File: config.mk
export PLATFORM = sky130hd
export DESIGN_NAME = systolic_drain
export DESIGN_NICKNAME = d
export VERILOG_FILES = /design/src/rtl/systolic_drain.sv
export SDC_FILE = /design/constraint.sdc
export NUM_CORES = 1
export LEC_CHECK = 0
export CAP_MARGIN = 20
export CORE_MARGIN = 3
export CORE_UTILIZATION = 40
export CTS_CLUSTER_DIAMETER = 200
export DETAILED_ROUTE_END_ITERATION = 16
export PLACE_DENSITY_LB_ADDON = 0.3
export SYNTH_ARGS = -nofsm -noshare
export SYNTH_HDL_FRONTEND = slang
export SYNTH_SLANG_ARGS = --single-unit
File: constraint.sdc
create_clock -name clock -period 26.2 [get_ports clock]
set_input_delay 5.24 -clock clock [delete_from_list [all_inputs] [get_ports clock]]
set_output_delay 5.24 -clock clock [all_outputs]
set_load 0.02 [all_outputs]
File: src/rtl/systolic_drain.sv
// Systolic array output collector: removes column skew, buffers aligned rows in a FIFO, drains via valid/ready.
// Optional build macro SYSTOLIC_DRAIN_RELU_EN clamps negative lanes to zero at FIFO write.
module systolic_drain #(
    parameter int COLS  = 4,
    parameter int SUM_W = 24,
    parameter int DEPTH = 4
) (
    input  logic                      clock,
    input  logic                      reset,
    input  logic                      i_valid,
    input  logic [COLS*SUM_W-1:0]     i_sums,
    output logic [COLS*SUM_W-1:0]     o_data,
    output logic                      o_valid,
    input  logic                      i_ready,
    output logic                      o_overflow,
    output logic [$clog2(DEPTH):0]    o_level
);

    localparam int AW    = $clog2(DEPTH);
    localparam int ROW_W = COLS * SUM_W;
    localparam logic [AW:0] LVL_ONE  = {{AW{1'b0}}, 1'b1};
    localparam logic [AW:0] LVL_ZERO = {(AW+1){1'b0}};

    // Write-data shaping; identity unless the ReLU build option is enabled.
    function automatic logic [ROW_W-1:0] lane_clamp(input logic [ROW_W-1:0] row);
        logic [ROW_W-1:0] res;
        res = row;
`ifdef SYSTOLIC_DRAIN_RELU_EN
        for (int c = 0; c < COLS; c++) begin
            if (row[c*SUM_W + SUM_W - 1]) begin
                res[c*SUM_W +: SUM_W] = {SUM_W{1'b0}};
            end else begin
                res[c*SUM_W +: SUM_W] = row[c*SUM_W +: SUM_W];
            end
        end
`endif
        return res;
    endfunction

    logic [ROW_W-1:0] aligned_s;
    logic [COLS-2:0]  vld_r;
    logic [ROW_W-1:0] mem_r [DEPTH];
    logic [AW:0]      wr_ptr_r;
    logic [AW:0]      rd_ptr_r;
    logic [AW:0]      level_r;
    logic             ovf_r;
    logic             wreq_s;
    logic             full_s;
    logic             pop_s;
    logic             push_s;
    logic             drop_s;

    // Column c is delayed COLS-1-c cycles so all lanes of a row meet together.
    for (genvar c = 0; c < COLS; c++) begin : g_col
        localparam int D = COLS - 1 - c;
        if (D == 0) begin : g_direct
            assign aligned_s[c*SUM_W +: SUM_W] = i_sums[c*SUM_W +: SUM_W];
        end else begin : g_dly
            logic [SUM_W-1:0] chain_r [D];
            // Unconditional per-column delay line.
            always_ff @(posedge clock or posedge reset) begin
                if (reset) begin
                    for (int i = 0; i < D; i++) chain_r[i] <= {SUM_W{1'b0}};
                end else begin
                    chain_r[0] <= i_sums[c*SUM_W +: SUM_W];
                    for (int i = 1; i < D; i++) chain_r[i] <= chain_r[i-1];
                end
            end
            assign aligned_s[c*SUM_W +: SUM_W] = chain_r[D-1];
        end
    end

    // Row-valid delay matching the column-0 data path.
    always_ff @(posedge clock or posedge reset) begin
        if (reset) begin
            vld_r <= {(COLS-1){1'b0}};
        end else begin
            vld_r[0] <= i_valid;
            for (int i = 1; i < COLS-1; i++) vld_r[i] <= vld_r[i-1];
        end
    end

    // Handshake and FIFO admission decisions.
    always_comb begin
        wreq_s = vld_r[COLS-2];
        full_s = (wr_ptr_r[AW] != rd_ptr_r[AW]) && (wr_ptr_r[AW-1:0] == rd_ptr_r[AW-1:0]);
        pop_s  = o_valid && i_ready;
        push_s = wreq_s && (!full_s || pop_s);
        drop_s = wreq_s && full_s && !pop_s;
    end

    // Row storage; cleared on reset so o_data reads zero afterwards.
    always_ff @(posedge clock or posedge reset) begin
        if (reset) begin
            for (int i = 0; i < DEPTH; i++) mem_r[i] <= {ROW_W{1'b0}};
        end else if (push_s) begin
            mem_r[wr_ptr_r[AW-1:0]] <= lane_clamp(aligned_s);
        end
    end

    // Pointers, occupancy and sticky overflow flag.
    always_ff @(posedge clock or posedge reset) begin
        if (reset) begin
            wr_ptr_r <= LVL_ZERO;
            rd_ptr_r <= LVL_ZERO;
            level_r  <= LVL_ZERO;
            ovf_r    <= 1'b0;
        end else begin
            if (push_s) wr_ptr_r <= wr_ptr_r + LVL_ONE;
            if (pop_s)  rd_ptr_r <= rd_ptr_r + LVL_ONE;
            case ({push_s, pop_s})
                2'b10:   level_r <= level_r + LVL_ONE;
                2'b01:   level_r <= level_r - LVL_ONE;
                default: level_r <= level_r;
            endcase
            if (drop_s) ovf_r <= 1'b1;
        end
    end

    assign o_valid    = (level_r != LVL_ZERO);
    assign o_level    = level_r;
    assign o_overflow = ovf_r;
    assign o_data     = mem_r[rd_ptr_r[AW-1:0]];

endmodule

==> impl_summary.txt, run 1 <==
----------------------------------------------------
[Status]
  Status ... finished clean

[Synth]
  Post-synthesis compound-gate area fraction ... 0.00228
  Netlist area before placement ... 20800 um2
  Total of warnings raised by yosys ... 0
  Largest family of logic cells by synthesized area ... multiplexers
  Part of the Yosys area used for sequential elements ... 0.650
  Synth Net Count ... 1243
  Proportion of netlist area held by the largest area contributor ... 0.650
  Synth Register Bits ... 541
  Avg Cell Area, Syn ... 18.3 um2
  Cell accounting for the most synthesized area ... dfrtp_1
  Most numerous cell in the Yosys netlist ... dfrtp_1
  Synth area leaders ... dfrtp_1, mux2_2, mux4_2, mux2_1, buf_6
  Distinct cells, synth ... 28
  Simple-Gate Fraction of Synth Area ... 0.00541
  Commonest register cell after synthesis ... dfrtp_1
  Commonest cells post-synth ... dfrtp_1, mux2_2, mux2_1
  Post-synthesis cell count ... 1136
  Adder-Cell Fraction of Synth Area ... 0.00457
  Proportion of register bits with asynchronous set or reset after synthesis ... 1.00
  Share of the synthesized netlist area taken by xor and xnor gates ... 0.00421
  Mux cell area share after synthesis ... 0.312
  Number of flops mapped to enable cells by yosys ... 0

[Worst hold path]
  Path type of the worst min-delay path ... reg -> reg
  Worst hold stages ... 0
  Hold worst-path end ... g_col[0].g_dly.chain_r[25]
  Hold wc startpoint ... g_col[0].g_dly.chain_r[49]

[STA]
  Final setup skew ... 0.0124 ns
  Hold violation count in the final report ... 0
  WHS ... 0.344 ns
  Highest clock frequency the design can meet ... 117 MHz
  Worst-case headroom to the max-slew limit ... 0.333
  Post-Route Setup TNS ... 0 ns
  Transition time of the tightest slew-check pin ... 1.00 ns
  Post-layout minimum cycle time ... 8.58 ns
  Setup violation total in the final timing report ... 0
  Setup repair after global routing missed its margin ... no
  Period utilization ... 0.328
  Final Slew Violations ... 0

[Clocking]
  Clock Pin Slew Worst Setup and Hold Paths ... 0.06 ns
  Post-cts gate resize count ... 0
  Num CTS Buffers ... 56
  CTS HTree Levels ... 2
  # Post-CTS Setup Buffers ... 0
  Max Root-Sink Buffers ... 3
  CTS Hold Buffers Added ... 0
  Insertion delay of the later-clocked pin in the worst-skew pair ... 0.60 ns
  Clock Sinks ... 541
  Clock tree from TritonCTS ... done
  CTS Root Buffer Type ... clkbuf_16

[GRT]
  Via count of the first global-routing pass ... 11600
  Met1 track demand over resource ... 0.213
  Global Route met3 Usage ... 0.0336
  Pin count of the biggest net entering global routing ... 182
  Tot GR Track Use ... 0.155
  Number of antenna violations at the first check in global routing ... 1
  First-pass GRT wire length ... 66000 um
  GRT Max-Usage Layer ... met2
  Met2 track demand over resource in global routing ... 0.252
  Residual overflow from global routing ... 0

[Drt]
  Via-to-Cell Ratio ... 5.06
  Detail-routed net length per standard cell ... 20.1 um
  Total Wirelength ... 41500 um
  Count of antenna-violating nets left after detailed routing ... 0
  Routed vias ... 10400
  Count of routing violations after the opening detailed-route iteration ... 479
  Count of unresolved DRC violations after routing ... 0
  1st-pass router iterations ... 4

[Floorplanning]
  Num ports ... 201
  Die height ... 234 um
  Core Region ... 50800 um2
  Number of rows in the core area ... 82
  Starting density of the core ... 0.410
  Area of the die ... 54800 um2
  Horizontal extent of the die ... 234 um

[Critical path]
  Crit end category ... output pin
  Register-to-register setup slack ... 22.19 ns
  Reg-to-reg endpoint ... mem_r[379]
  RR Startpoint ... rd_ptr_r[1]
  CP Class ... reg -> out
  Depth of the worst register-to-register path ... 6
  Kind of start point of the critical path ... flop
  Maximum fanout count along the critical path ... 46
  Data arrival time at the worst-slack endpoint ... 3.34 ns
  Critical path data required time ... 20.96 ns

[Layout]
  Layout-stage area growth over the synthesis result ... 21.2%
  Share of final-layout standard cells stronger than drive strength 1 ... 0.320
  Post-layout net count ... 1452
  Fin util ... 0.497
  Filler cell count ... 4239

[Run]
  Count of max-cap constraint violations ... 0

[Power and ir drop]
  Sum of internal, switching and leakage power ... 3.53 mW
  Worst vdd ir ... 0.0000828 V
  P_leak ... 10.4 nW
  Power per standard cell area ... 140 nW/um2

[Placement]
  Placer's final routability congestion estimate ... 0.680
  I/O Buffers ... 200
  Placed wire-length estimate after detailed placement ... 24200 um

----------------------------------------------------
==> report_power, final <==
part           internal, mW  switching [mW]
clock                 0.462           0.316
combinational         0.784           0.630
sequential             1.16           0.173
==> through the flow <==
step	cell area [um2]	setup WS, ns	std cells
6_report	25200	17.62	2061
5_1_grt	25200	17.42	2060
4_1_cts	25200	17.51	2060
3_5_place_dp	23400	17.87	1959
3_3_place_gp	23400	17.96	1959
2_1_floorplan	20800	5.84	1136
==> metal layers <==
layer / routed length (um) / share of wire
met5: 13 / 0.00031
met4: 734 / 0.018
met3: 1900 / 0.046
met2: 20200 / 0.49
met1: 18700 / 0.45
==> worst max path at each step <==
stage	slack [ns]	from	to
2_1_floorplan	5.84	reset	aligned_s[0]
3_3_place_gp	17.96	reset	mem_r[178]
3_5_place_dp	17.87	reset	mem_r[178]
4_1_cts	17.51	rd_ptr_r[1]	o_data[94]
5_1_grt	17.42	rd_ptr_r[1]	o_data[94]
6_report	17.62	rd_ptr_r[1]	o_data[94]
==> final cells by class <==
cell class	instances	area (um2)	share of cell area
clock buffers	83	1680	0.0667
multi-input cells	523	6840	0.271
well taps	672	841	0.0333
repair buffers	215	2140	0.0847
clock inverters	18	154	0.00610
flip-flops and latches	541	13500	0.536
inverters	8	37.5	0.00149
diodes	1	2.50	0.0000991
==> cells by family (layout without fill, tap and decap cells) <==
logic type,count (synthesis),after routing
adder cells (fa/ha/maj),7,7
XOR/XNOR,10,10
flip-flops,541,541
multiplexers,481,481
other,0,1
buffers and inverters,72,324
AND/OR/NAND/NOR,20,20
AO/OA/AOI/OAI,5,5
==> critical path: stages, from the launching register on <==
cell,delay [ns]
dfrtp_4,0.77
buf_4,0.73
mux4_2,0.63
clkdlybuf4s50_1,0.56
==> flip-flops by register name, summed over array words and instances (netlist names) <==
name	cells
rd_ptr_r	3
o_overflow	1
mem_r	384
vld_r	3
wr_ptr_r	3
o_level	3
aligned_s	48
g_col.g_dly.chain_r	96
==> cells in the final DEF (no fill, tap or decap), types with 2 or more instances in the layout <==
| master | count |
|---|---|
| inv_6 | 2 |
| clkinv_2 | 12 |
| clkbuf_16 | 57 |
| clkbuf_1 | 10 |
| xor2_1 | 4 |
| buf_12 | 2 |
| bufinv_16 | 2 |
| nand2_1 | 10 |
| mux4_2 | 96 |
| clkbuf_8 | 16 |
| nor2_4 | 4 |
| xnor2_1 | 6 |
| ha_1 | 6 |
| nand3_1 | 2 |
| mux2_1 | 150 |
| dfrtp_4 | 2 |
| inv_1 | 7 |
| buf_4 | 13 |
| mux2_2 | 234 |
| clkdlybuf4s50_1 | 200 |
| dfrtp_1 | 539 |
(Power assumes the default switching activity.)
==> inputs of run 2 (changes only) <==
==> constraint.sdc (replaced) <==
create_clock -name clock -period 7.1 [get_ports clock]
set_input_delay 1.42 -clock clock [delete_from_list [all_inputs] [get_ports clock]]
set_output_delay 1.42 -clock clock [all_outputs]
set_load 0.02 [all_outputs]
==> run 2 against run 1 <==
  * Global-route usage grew 0.56 points
  * Critical path depth is the same
  * Sequential cell count is the same
  * Critical path type unchanged
  * Power grew to 3.7 times the previous value
  * Non-clock buffer count grew 1
  * Clock skew grew 0.0043 ns
  * Setup slack lost 15 ns
  * Clock power grew to 3.7 times the previous value
  * Sequential share of layout area is essentially flat
==> impl_summary.txt, run 2 (synthesis results as in run 1) <==
----------------------------------------------------
[Floorplanning]
  Area of the die ... 54800 um2 (unchanged)
  Die height ... 234 um (unchanged)
  Horizontal extent of the die ... 234 um (unchanged)
  Number of rows in the core area ... 82 (unchanged)
  Starting density of the core ... 0.410 (unchanged)
  Num ports ... 201 (unchanged)
  Core Region ... 50800 um2 (unchanged)

[Run]
  Count of max-cap constraint violations ... 0 (unchanged)

[Worst hold path]
  Path type of the worst min-delay path ... reg -> reg
  Hold wc startpoint ... g_col[0].g_dly.chain_r[32]
  Hold worst-path end ... aligned_s[8]
  Worst hold stages ... 0 (unchanged)

[STA]
  Highest clock frequency the design can meet ... 203 MHz
  Setup repair after global routing missed its margin ... no
  Transition time of the tightest slew-check pin ... 1.06 ns (+0.0629 ns)
  Post-layout minimum cycle time ... 4.92 ns
  Hold violation count in the final report ... 0 (unchanged)
  Worst-case headroom to the max-slew limit ... 0.291 (-0.0419)
  Final Slew Violations ... 0 (unchanged)
  Post-Route Setup TNS ... 0 ns (unchanged)
  Final setup skew ... 0.0167 ns (+0.00432 ns)
  Setup violation total in the final timing report ... 0 (unchanged)
  Period utilization ... 0.692

[Power and ir drop]
  Proportion of power drawn by flip-flops and latches ... 0.383 (+0.004)
  Total internal power ... 8.87 mW (+270%)
  Power per standard cell area ... 517 nW/um2 (+270%)
  Net load switching power ... 4.18 mW (+270%)
  Worst vdd ir ... 0.000327 V (+300%)
  Share of total power in combinational logic ... 0.399 (-0.002)
  P_leak ... 10.4 nW (-0.24%)
  Switching part of the total power ... 0.320 (+0.00302)
  Clk pwr share ... 0.217 (-0.004)
  Sum of internal, switching and leakage power ... 13.1 mW (+270%)

[Critical path]
  Slowest cell on the critical path ... dfrtp_4
  Register-to-register setup slack ... 3.08 ns (-19.11 ns)
  Cell family contributing the most delay on the critical path ... buffers and inverters
  Critical path, cell by cell ... buf_4 > mux4_2 > clkdlybuf4s50_1
  Maximum fanout count along the critical path ... 51 (+11%)
  CP Class ... reg -> out
  Critical Path Stages ... 3 (unchanged)
  Crit end category ... output pin
  Kind of start point of the critical path ... flop
  Biggest cell delay along the critical path ... 1.03 ns (+0.26 ns)
  Reg-to-reg endpoint ... mem_r[79]
  Depth of the worst register-to-register path ... 6 (unchanged)
  Data arrival time at the worst-slack endpoint ... 3.50 ns (+0.16 ns)
  RR Startpoint ... rd_ptr_r[1]
  Buffers and inverters on the worst path ... 2 (unchanged)
  Critical path data required time ... 5.68 ns (-15.28 ns)

[GRT]
  First-pass GRT wire length ... 68100 um (+3.1%)
  Via count of the first global-routing pass ... 11700 (+0.29%)
  Tot GR Track Use ... 0.161 (+0.00564)
  Residual overflow from global routing ... 0 (unchanged)
  Number of antenna violations at the first check in global routing ... 1 (unchanged)
  Pin count of the biggest net entering global routing ... 190 (+4.4%)

[Clocking]
  # Post-CTS Setup Buffers ... 0 (unchanged)
  Num CTS Buffers ... 57 (+1.8%)
  Clock Pin Slew Worst Setup and Hold Paths ... 0.06 ns (about the same)
  CTS Hold Buffers Added ... 0 (unchanged)
  Max Root-Sink Buffers ... 3 (unchanged)
  Clock tree from TritonCTS ... done
  CTS Root Buffer Type ... clkbuf_16
  CTS HTree Levels ... 2 (unchanged)
  Clock Sinks ... 541 (unchanged)
  Post-cts gate resize count ... 0 (unchanged)
  Insertion delay of the later-clocked pin in the worst-skew pair ... 0.59 ns (about the same)

[Layout]
  Number of flip-flops under the largest register name ... 384 (unchanged)
  Commonest non-fill, non-tap cells in the layout ... dfrtp_1, mux2_2, clkdlybuf4s50_1, mux2_1, mux4_2
  Layout-stage area growth over the synthesis result ... 21.1% (about the same)
  Largest reg by FF count ... mem_r
  Filler cell count ... 4187 (-1.2%)
  Leading cell type in the layout, fill and taps excluded ... dfrtp_1
  Post-layout net count ... 1454 (+0.14%)
  Share of final-layout standard cells stronger than drive strength 1 ... 0.314 (-0.00554)

[Drt]
  1st-pass router iterations ... 4 (unchanged)
  Detail-routed net length per standard cell ... 20.7 um (+3.0%)
  Count of unresolved DRC violations after routing ... 0 (unchanged)
  Total Wirelength ... 42700 um (+2.9%)
  Count of antenna-violating nets left after detailed routing ... 0 (unchanged)
  Routed vias ... 10600 (+1.2%)
  Via-to-Cell Ratio ... 5.12 (+1.2%)
  Count of routing violations after the opening detailed-route iteration ... 575 (+20%)

[Placement]
  I/O Buffers ... 200 (unchanged)
  Placed wire-length estimate after detailed placement ... 25400 um (+4.7%)
  Placer's final routability congestion estimate ... 0.736 (+8.4%)

[Status]
  Status ... finished clean

----------------------------------------------------
run 2: cell types whose count changed in the layout (fill, tap and decap cells not counted):
cell | before | now
clkbuf_8 | 16 | 9
buf_4 | 13 | 11
clkbuf_1 | 10 | 17
buf_12 | 2 | 5
inv_6 | 2 | 3
clkinv_2 | 12 | 10
clkinv_4 | 1 | 0
inv_8 | 1 | 0
bufinv_16 | 2 | 3
run 2: layer usage:
metal  GRT usage  share of wire  vias up  routed length [um]
met1       0.239           0.47     5705               20200
met5           0              0        -                   0
li1            -              -     4570                   -
met2       0.242           0.46      200               19400
met4      0.0480          0.024        0                1020
met3      0.0299          0.048       79                2030
run 2: worst register-to-register path, stage by stage, from the launching register on:
cell,delay (ns)
dfrtp_4,0.95
buf_12,0.49
xnor2_1,0.17
and4_1,0.36
nor2_4,0.80
buf_4,0.70
mux2_2,0.44
run 2: power groups by stage:
stage | clock (mW) | combinational [mW] | sequential, mW
3_5_place_dp | 0 | 5.29 | 5.07
5_1_grt | 3.07 | 5.55 | 5.18
3_3_place_gp | 0 | 5.21 | 5.01
4_1_cts | 2.94 | 5.32 | 5.02
6_report | 2.84 | 5.21 | 5.00
2_1_floorplan | 0 | 3.59 | 4.75
run 2: stage by stage:
stage	instances	worst slack (ns)	hold WS, ns	util	instance area, um2
after global placement	1960	2.72	0.333	0.462	23400
after CTS	2059	2.08	0.342	0.497	25200
after global routing	2059	2.01	0.343	0.497	25200
after detailed placement	1960	2.70	0.335	0.462	23400
after floorplan	1136	-1.68	0.331	-	20800
final	2060	2.18	0.338	0.497	25200
run 2: worst max-delay path by stage:
stage	startpoint	to	slack (ns)
after floorplan	reset	aligned_s[0]	-1.68
after global placement	i_ready	mem_r[64]	2.72
after detailed placement	i_ready	mem_r[66]	2.70
after CTS	rd_ptr_r[0]	o_data[40]	2.08
after global routing	rd_ptr_r[0]	o_data[40]	2.01
final	rd_ptr_r[0]	o_data[40]	2.18
run 2: layout make-up:
| cell class | count | area [um2] | area share |
|---|---|---|---|
| Antenna cell | 1 | 2.50 | 0.0000992 |
| Clock buffer | 83 | 1610 | 0.0640 |
| Clock inverter | 16 | 166 | 0.00660 |
| Inverter | 8 | 33.8 | 0.00134 |
| Multi-Input combinational cell | 523 | 6840 | 0.271 |
| Sequential cell | 541 | 13500 | 0.537 |
| Tap cell | 672 | 841 | 0.0333 |
| Timing Repair Buffer | 216 | 2180 | 0.0866 |
